===== config.mk =====
export PLATFORM = sky130hd
export DESIGN_NAME = fade_sequencer
export DESIGN_NICKNAME = d
export VERILOG_FILES = /design/src/rtl/fade_sequencer.sv
export SDC_FILE = /design/constraint.sdc
export NUM_CORES = 1
export LEC_CHECK = 0
export ABC_AREA = 1
export CAP_MARGIN = 20
export CORE_ASPECT_RATIO = 0.6
export CORE_UTILIZATION = 48
export CTS_CLUSTER_DIAMETER = 200
export DETAILED_ROUTE_END_ITERATION = 16
export GPL_ROUTABILITY_DRIVEN = 0
export PLACE_DENSITY = 0.79
export SLEW_MARGIN = 20
export SYNTH_ARGS = -nofsm -noshare
export SYNTH_HDL_FRONTEND = slang
export SYNTH_SLANG_ARGS = --single-unit

===== constraint.sdc =====
create_clock -name clk -period 2.1 [get_ports clk]
set_input_delay 0.315 -clock clk [delete_from_list [all_inputs] [get_ports clk]]
set_output_delay 0.315 -clock clk [all_outputs]
set_load 0.03 [all_outputs]

===== src/rtl/fade_sequencer.sv =====
`default_nettype none
// ============================================================================
// Module   : fade_sequencer
// Brief    : Queued fade-command controller that ramps the PWM brightness
//            one LSB per step toward each target, then holds.
//            Optional cmd_done completion pulse: define FADE_SEQ_DONE_EN.
// Revision : 1.0 - initial release
// ============================================================================
module fade_sequencer #(
  parameter int WIDTH           = 4,
  parameter int PEAK_BRIGHTNESS = 15,
  parameter int FIFO_DEPTH      = 4,
  parameter int PERIOD_WIDTH    = 8
) (
  input  logic                    clk,
  input  logic                    reset,
  input  logic                    cmd_valid,
  output logic                    cmd_ready,
  input  logic [WIDTH-1:0]        cmd_target,
  input  logic [PERIOD_WIDTH-1:0] cmd_period,
  input  logic [PERIOD_WIDTH-1:0] cmd_hold,
  input  logic                    flush,
`ifdef FADE_SEQ_DONE_EN
  output logic                    cmd_done,
`endif
  output logic [WIDTH-1:0]        brightness,
  output logic                    busy
);

  localparam int c_PTR_W = (FIFO_DEPTH > 1) ? $clog2(FIFO_DEPTH) : 1;
  localparam int c_CNT_W = c_PTR_W + 1;
  localparam logic [WIDTH-1:0]        c_PEAK  = WIDTH'(PEAK_BRIGHTNESS);
  localparam logic [c_CNT_W-1:0]      c_DEPTH = c_CNT_W'(FIFO_DEPTH);
  localparam logic [PERIOD_WIDTH-1:0] c_ONE   = PERIOD_WIDTH'(1);

  typedef enum logic [1:0] {
    S_IDLE = 2'd0,
    S_RAMP = 2'd1,
    S_HOLD = 2'd2
  } state_t;

  state_t r_state;
  state_t w_next_state;

  logic [WIDTH-1:0]        r_q_target [FIFO_DEPTH];
  logic [PERIOD_WIDTH-1:0] r_q_period [FIFO_DEPTH];
  logic [PERIOD_WIDTH-1:0] r_q_hold   [FIFO_DEPTH];
  logic [c_PTR_W-1:0]      r_wr_ptr;
  logic [c_PTR_W-1:0]      r_rd_ptr;
  logic [c_CNT_W-1:0]      r_count;

  logic [WIDTH-1:0]        r_brightness;
  logic [WIDTH-1:0]        r_target;
  logic [PERIOD_WIDTH-1:0] r_period;
  logic [PERIOD_WIDTH-1:0] r_hold;
  logic [PERIOD_WIDTH-1:0] r_tick;
  logic [PERIOD_WIDTH-1:0] r_hold_cnt;
  logic                    r_done;

  logic                    w_push;
  logic                    w_pop;
  logic                    w_at_target;
  logic                    w_tick_done;
  logic                    w_hold_done;
  logic [WIDTH-1:0]        w_stepped;
  logic [WIDTH-1:0]        w_tgt_clamped;
  logic [PERIOD_WIDTH-1:0] w_period_fixed;

  assign w_tgt_clamped  = (cmd_target > c_PEAK) ? c_PEAK : cmd_target;
  assign w_period_fixed = (cmd_period == '0) ? c_ONE : cmd_period;
  assign w_push         = cmd_valid && cmd_ready;
  assign w_pop          = (r_state == S_IDLE) && (r_count != '0) && !flush;

  assign w_at_target = (r_brightness == r_target);
  assign w_tick_done = (r_tick == r_period - c_ONE);
  assign w_hold_done = (r_hold == '0) || (r_hold_cnt == r_hold - c_ONE);
  assign w_stepped   = (r_brightness < r_target) ? r_brightness + WIDTH'(1)
                                                 : r_brightness - WIDTH'(1);

  // Command storage carries no reset; validity is tracked by r_count.
  always_ff @(posedge clk) begin
    if (w_push) begin
      r_q_target[r_wr_ptr] <= w_tgt_clamped;
      r_q_period[r_wr_ptr] <= w_period_fixed;
      r_q_hold[r_wr_ptr]   <= cmd_hold;
    end
  end

  always_ff @(posedge clk or negedge reset) begin
    if (!reset) begin
      r_wr_ptr <= '0;
      r_rd_ptr <= '0;
      r_count  <= '0;
    end else if (flush) begin
      r_wr_ptr <= '0;
      r_rd_ptr <= '0;
      r_count  <= '0;
    end else begin
      if (w_push) r_wr_ptr <= r_wr_ptr + c_PTR_W'(1);
      if (w_pop)  r_rd_ptr <= r_rd_ptr + c_PTR_W'(1);
      case ({w_push, w_pop})
        2'b10:   r_count <= r_count + c_CNT_W'(1);
        2'b01:   r_count <= r_count - c_CNT_W'(1);
        default: r_count <= r_count;
      endcase
    end
  end

  always_ff @(posedge clk or negedge reset) begin
    if (!reset) r_state <= S_IDLE;
    else        r_state <= w_next_state;
  end

  always_comb begin
    w_next_state = r_state;
    cmd_ready    = (r_count != c_DEPTH) && !flush;
    busy         = (r_state != S_IDLE) || (r_count != '0);
    case (r_state)
      S_IDLE: if (r_count != '0) w_next_state = S_RAMP;
      S_RAMP: begin
        if (w_at_target) w_next_state = S_HOLD;
        else if (w_tick_done && (w_stepped == r_target)) w_next_state = S_HOLD;
      end
      S_HOLD: if (w_hold_done) w_next_state = S_IDLE;
      default: w_next_state = S_IDLE;
    endcase
    if (flush) w_next_state = S_IDLE;
  end

  // Flush freezes brightness but discards the active command's progress.
  always_ff @(posedge clk or negedge reset) begin
    if (!reset) begin
      r_brightness <= '0;
      r_target     <= '0;
      r_period     <= '0;
      r_hold       <= '0;
      r_tick       <= '0;
      r_hold_cnt   <= '0;
      r_done       <= 1'b0;
    end else if (flush) begin
      r_tick     <= '0;
      r_hold_cnt <= '0;
      r_done     <= 1'b0;
    end else begin
      r_done <= (r_state == S_HOLD) && w_hold_done;
      case (r_state)
        S_IDLE: begin
          if (w_pop) begin
            r_target   <= r_q_target[r_rd_ptr];
            r_period   <= r_q_period[r_rd_ptr];
            r_hold     <= r_q_hold[r_rd_ptr];
            r_tick     <= '0;
            r_hold_cnt <= '0;
          end
        end
        S_RAMP: begin
          r_hold_cnt <= '0;
          if (!w_at_target) begin
            if (w_tick_done) begin
              r_tick       <= '0;
              r_brightness <= w_stepped;
            end else begin
              r_tick <= r_tick + c_ONE;
            end
          end
        end
        S_HOLD: begin
          if (w_hold_done) r_hold_cnt <= '0;
          else             r_hold_cnt <= r_hold_cnt + c_ONE;
        end
        default: r_tick <= '0;
      endcase
    end
  end

  assign brightness = r_brightness;

`ifdef FADE_SEQ_DONE_EN
  assign cmd_done = r_done;
`else
  logic w_unused_done;
  assign w_unused_done = r_done;
`endif

endmodule
`default_nettype wire


After elaboration in Yosys (flattened, before gate mapping)
Memories as Yosys holds them, arrays and structs flattened. A register that Yosys moved wholly into a read port is not among the register bits.
Cells that the tools add are included.
W data, S select, Z words.
{"block": "totals", "register_bits": 29, "mem_bits_rw": 80, "inputBits": 24, "out_inout_bits": 6, "wordCells": 89, "memories": 3}
{"name": "r_q_hold", "words": 4, "word_bits": 8, "read_ports": 1, "rd_clocked_by_memory_dff": 1, "write_ports": 1, "line": "47", "rtl": "logic [PERIOD_WIDTH-1:0] r_q_hold [FIFO_DEPTH];"}
{"name": "r_q_period", "words": 4, "word_bits": 8, "read_ports": 1, "rd_clocked_by_memory_dff": 1, "write_ports": 1, "line": "46", "rtl": "logic [PERIOD_WIDTH-1:0] r_q_period [FIFO_DEPTH];"}
{"name": "r_q_target", "words": 4, "word_bits": 4, "read_ports": 1, "rd_clocked_by_memory_dff": 1, "write_ports": 1, "line": "45", "rtl": "logic [WIDTH-1:0] r_q_target [FIFO_DEPTH];"}
{"block": "op_classes", "n_addsub": 10, "magnitude_cmp": 2, "eq_ne": 15, "n_mux": 25, "bitwise_logic": 2, "reduce_logical": 25}
{"op": "$mux W8", "count": 7}
{"op": "$pmux W8 S3", "count": 2}
{"op": "$mux W2", "count": 9}
{"op": "$add A8 B1 Y8 const B", "count": 2}
{"op": "$eq A8 B8 Y1", "count": 2}
{"op": "$logic_not A8 Y1", "count": 2}
{"op": "$sub A8 B1 Y8 const B", "count": 2}
{"op": "$ne A3 B3 Y1 const B", "count": 4}
{"op": "$reduce_and A3 Y1", "count": 3}
{"op": "$eq A4 B4 Y1", "count": 2}
{"op": "$mux W4", "count": 2}
{"op": "$pmux W2 S3", "count": 1}
{"op": "$pmux W3 S2", "count": 1}
{"op": "$reduce_bool A2 Y1", "count": 3}
{"op": "$reduce_bool A3 Y1", "count": 2}
{"op": "$logic_and A1 B1 Y1", "count": 5}
{"op": "$add A2 B1 Y2 const B", "count": 2}
{"op": "$add A4 B1 Y4 const B", "count": 1}
{"op": "$eq A2 B1 Y1 const B", "count": 2}
{"op": "$eq A2 B2 Y1 const B", "count": 2}
{"op": "$gt A4 B4 Y1 const B", "count": 1}
{"op": "$logic_not A1 Y1", "count": 4}
{"op": "$lt A4 B4 Y1", "count": 1}
{"op": "$ne A4 B4 Y1 const B", "count": 1}
{"op": "13 further kinds", "count": 16}

Longest topological paths before layout
{"block": "depth", "depth_word": 8, "depth_mapped": 20, "mapped_depth_nobuf": 20}

Least setup slack after synthesis
No wires, ideal clock.
{"block": "synth_path", "kind": "register to register", "start": "register r_count[0]", "end": "memory r_q_hold[0][0], enable pin", "setup_time_ps": 397, "arrival_time_ps": 2326, "required_time_ps": 1703, "path_slack_ps": -623, "path_stages_with_launch": 5, "path_buffers": 0, "period_less_slack_ps": 2723, "path_cell_list": "dfrtp_1 > inv_1 > a31oi_1 > nand2_1 > nor2_1"}
{"block": "synth_via", "elab_chain_cells": 5}
{"element": "from (decl)", "line": "50", "rtl": "logic [c_CNT_W-1:0] r_count;"}
{"element": "from (signal assigned)", "line": "102", "rtl": "2'b10: r_count <= r_count + c_CNT_W'(1);"}
{"element": "from (signal assigned)", "line": "103", "rtl": "2'b01: r_count <= r_count - c_CNT_W'(1);"}
{"element": "from (signal assigned)", "line": "104", "rtl": "default: r_count <= r_count;"}
{"element": "$ne A3 B3 Y1", "line": "116", "rtl": "cmd_ready = (r_count != c_DEPTH) && !flush;"}
{"element": "$logic_and A1 B1 Y1", "line": "116"}
{"element": "net cmd_ready", "line": "18", "rtl": "output logic cmd_ready,"}
{"element": "$logic_and A1 B1 Y1", "line": "71", "rtl": "assign w_push = cmd_valid && cmd_ready;"}
{"element": "$mux W1", "line": "82", "rtl": "if (w_push) begin"}
{"element": "$mux W1 (not written as such)", "line": "85", "rtl": "r_q_hold[r_wr_ptr] <= cmd_hold;"}
{"element": "to (decl)", "line": "47"}
The timed path passes the listed nets, and every way through them passes these cells.

Final worst setup path
{"block": "layout_path", "start": "register r_target[2] (read register of r_q_target)", "end": "register r_state[0]"}
{"block": "layout_via", "elab_chain_cells": 6, "elab_cells_between_ends": 10, "classes_between": "order compare: 1; eq/ne: 3; mux: 4; reduce/logical: 2"}
{"element": "from (decl)", "line": "53", "rtl": "logic [WIDTH-1:0] r_target;"}
{"element": "$lt A4 B4 Y1", "line": "77", "rtl": "assign w_stepped = (r_brightness < r_target) ? r_brightness + WIDTH'(1)"}
{"element": "$mux W4", "line": "77"}
{"element": "$eq A4 B4 Y1", "line": "122", "rtl": "else if (w_tick_done && (w_stepped == r_target)) w_next_state = S_HOLD;"}
{"element": "$logic_and A1 B1 Y1", "line": "122"}
{"element": "$ne A4 B4 Y1 (no source line)"}
{"element": "$reduce_and A3 Y1 (no source line)"}
{"element": "to (signal assigned)", "line": "111", "rtl": "else r_state <= w_next_state;"}
{"element": "to (decl)", "line": "42", "rtl": "state_t r_state;"}
Parallel ways exist; a longest one is shown, timed or not.
A chain may end at the register's enable or synchronous reset.

==> results by group <==
Routing
  – DRC: 0
  – Wire length per cell after detailed routing: 17.0 um
  – Final wirelength: 15200 um
  – Vias per cell: 5.41
  – Final ANT Viol Nets: 0
  – Via count: 4816
  – DR pass1 iterations: 5
  – Iter 0 DRT Violations: 293

Global route
  – GR Util met2: 0.367
  – Initial antenna violation count: 0
  – GRT Residual Overflow: 0
  – Global-route met1 utilization: 0.342
  – Most used routing layer: met2
  – First-pass GRT wire length: 24400 um
  – GRT Total Usage: 0.242
  – Grt met3 use: 0.0604
  – Largest net degree at the start of global routing: 43
  – Vias in the first global route: 4777

STA
  – Skew final: 0.0108 ns
  – RSZ-0062 raised after global routing: yes
  – Slew @ Worst Pin: 0.693 ns
  – Final Hold Viols: 0
  – Fmax: 0.413 GHz
  – Final period utilization: 1.15
  – Final Setup Violations: 3
  – Final WS setup: -0.324 ns
  – Min Tclk post-route: 2.42 ns
  – Hold WS: 0.472 ns
  – Final Max Tran Viols: 0
  – Worst relative slew slack: 0.538
  – Setup TNS: -0.727 ns

Critical path
  – CP startpoint kind: register
  – CP arrival: 2.73 ns
  – Reg2Reg Depth: 16
  – Crit Path Category: reg2reg
  – Required time at the worst-slack endpoint: 2.40 ns
  – Worst setup EP type: register
  – Max FO, Critical Path: 3

Floorplan
  – Die Y: 90.1 um
  – I/O pin cnt: 30
  – # rows: 31
  – Core footprint: 12300 um^2
  – DIE AREA: 13400 um^2
  – Die width: 149 um
  – Initial core utilization: 0.503

CTS
  – Reg clk slew, reported paths: 0.06 ns
  – H-tree levels: 4
  – CTS tree: yes
  – Clock latency on the worst-skew pair: 0.42 ns
  – Cts bufs inserted: 17
  – Clock buffer depth: 2
  – Root Buffer: clkbuf_16
  – # clock sinks: 129

Cells and area
  – Post-Route Utilization: 0.633
  – Final-layout fill cell count: 983
  – Multi-input gate area: 2420 um^2
  – Area grow syn2layout: 25.8%
  – Diode count: 0
  – Layout Nets: 758
  – Layout cell share with drive strength beyond 1: 0.174
  – FF+latch area: 3630 um^2

Power and ir drop
  – Leakage: 3.22 nW
  – Worst VDD drop: 0.617 mV
  – Pwr per Cell Area: 1420 nW/um^2

Synth
  – Synth Area per Inst: 9.59 um^2
  – Synthesis-stage register bit count: 129
  – Post-synthesis sequential area ratio: 0.585
  – Mapped Area: 6200 um^2
  – Post-synthesis cell count: 647
  – YS warnings: 0
  – Synth Net Count: 692
  – Number of distinct library cells after synthesis: 36

Run status
  – Failing checks: negative setup slack
  – Status: finished, violations left

Hold path
  – Worst hold path class: in2async

Place
  – IO buf count: 29
  – HPWL Detailed: 9820 um
  – Dpl ws: -0.406 ns

Flow run
  – Maxcap violations: 0
metal layers:
layer	part of all wire	vias to the layer above	wire length, um
met5	0	-	0
met4	0.011	0	163
met3	0.068	17	1030
met2	0.46	170	6910
met1	0.47	2338	7090
li1	-	2291	-
flip-flops by register name, summed over array words and instances, names as in the netlist:
register and flops:
brightness 4, r_count 3, r_hold 8, r_hold_cnt 8, r_period 8, r_q_hold 32, r_q_period 32, r_q_target 16
r_rd_ptr 2, r_state 2, r_target 4, r_tick 8, r_wr_ptr 2
synthesized netlist by cell type:
cell type,number,area share
nand2_1,136,0.082
nor2_1,81,0.049
edfxtp_1,80,0.39
o21ai_0,69,0.056
inv_1,67,0.041
dfrtp_1,49,0.20
nand3_1,27,0.022
clkbuf_1,23,0.014
o22ai_1,21,0.021
ha_1,19,0.038
a21oi_1,16,0.013
xor2_1,12,0.017
xnor2_1,10,0.014
nand4_1,6,0.0061
inv_2,4,0.0024
o21ai_1,4,0.0032
fa_1,2,0.0065
nor2_2,2,0.0020
nor3_1,2,0.0016
a211oi_1,1,0.0012
a21o_1,1,0.0012
a21oi_2,1,0.0014
a31oi_1,1,0.0010
a41oi_1,1,0.0014
buf_4,1,0.0012
nand2_2,1,0.0010
nand3b_1,1,0.0012
nor2_4,1,0.0018
nor2_8,1,0.0032
nor3_2,1,0.0016
nor4_1,1,0.0010
o211ai_2,1,0.0020
o21a_1,1,0.0012
o21bai_1,1,0.0012
or2_2,1,0.0010
xnor3_1,1,0.0036
cell families after synthesis:
logic type	share of synthesized area
adders and majority gates	0.0448
AOI/OAI and AO/OA	0.104
xor gates and xnor gates	0.0347
buffers and inverters	0.0581
and+or+nand+nor	0.174
DFF	0.585
power by group:
group	leakage, nW	switching [mW]	internal (mW)
Clock	0.285	1.22	1.78
Combinational	1.58	2.82	1.88
Sequential	1.36	0.319	3.11
stage by stage:
| stage | instance area (um^2) | instances | power [mW] |
|---|---|---|---|
| after floorplan | 6310 | 647 | 6.16 |
| after CTS | 7740 | 888 | 10.9 |
| final | 7800 | 891 | 11.1 |
| after global routing | 7800 | 891 | 11.8 |
| after global placement | 7040 | 851 | 7.30 |
| after detailed placement | 7040 | 851 | 7.54 |
worst max-delay path, cell delays in order (launching register included):
cell	delay (ns)
dfrtp_1	0.39
inv_2	0.09
ha_4	0.22
nand3_4	0.10
nand3_4	0.08
nor2_4	0.20
inv_4	0.08
ha_4	0.25
buf_4	0.14
xnor2_2	0.14
xor2_1	0.15
nor2_1	0.10
nand3_1	0.10
nand2_2	0.09
nand2_2	0.06
nand2_1	0.07
nand2_1	0.05
worst paths after layout:
path,start,to,slack (ns)
hold / removal,reset,brightness[0],0.47
max in group asynchronous,reset,r_tick[3],1.05
setup / recovery,r_target[2],r_state[0],-0.32
hold reg to reg,r_target[0],r_target[0],0.52
min in group clk,cmd_hold[5],r_q_hold[1][5],0.51
setup reg to reg,r_target[2],r_state[0],-0.32
repair_timing:
action | in CTS | in global routing
gates resized for setup | 20 | 11
endpoints found under the hold margin | 26 | 0
hold buffers | 1 | 0
setup buffers | 4 | 3
setup endpoints to repair | 5 | 24
pin swaps | 15 | 7
cells in the final DEF (no fill, tap or decap), types with 6 or more instances in the layout:
master / netlist / routed
xor2_1: 12 / 12
nor2_1: 81 / 75
nand4_1: 6 / 6
o21ai_0: 69 / 68
a21oi_1: 16 / 16
xnor2_1: 10 / 9
ha_4: 0 / 6
nand3_1: 27 / 22
edfxtp_1: 80 / 80
inv_1: 67 / 61
inv_6: 0 / 7
nand2_2: 1 / 8
clkbuf_16: 0 / 17
clkdlybuf4s50_1: 0 / 26
nand2_1: 136 / 128
buf_4: 1 / 35
o22ai_1: 21 / 21
dfrtp_1: 49 / 45
ha_1: 19 / 11
buf_12: 0 / 6
inv_2: 4 / 9
layout make-up:
cell class	instances	area share
clock inverter	15	0.0213
clock buffer	17	0.0545
inverter	71	0.0345
sequential	129	0.466
timing repair buffer	71	0.0874
tap	165	0.0265
multi-input combinational	423	0.310
Note: power is estimated with default switching activity, not from simulation.
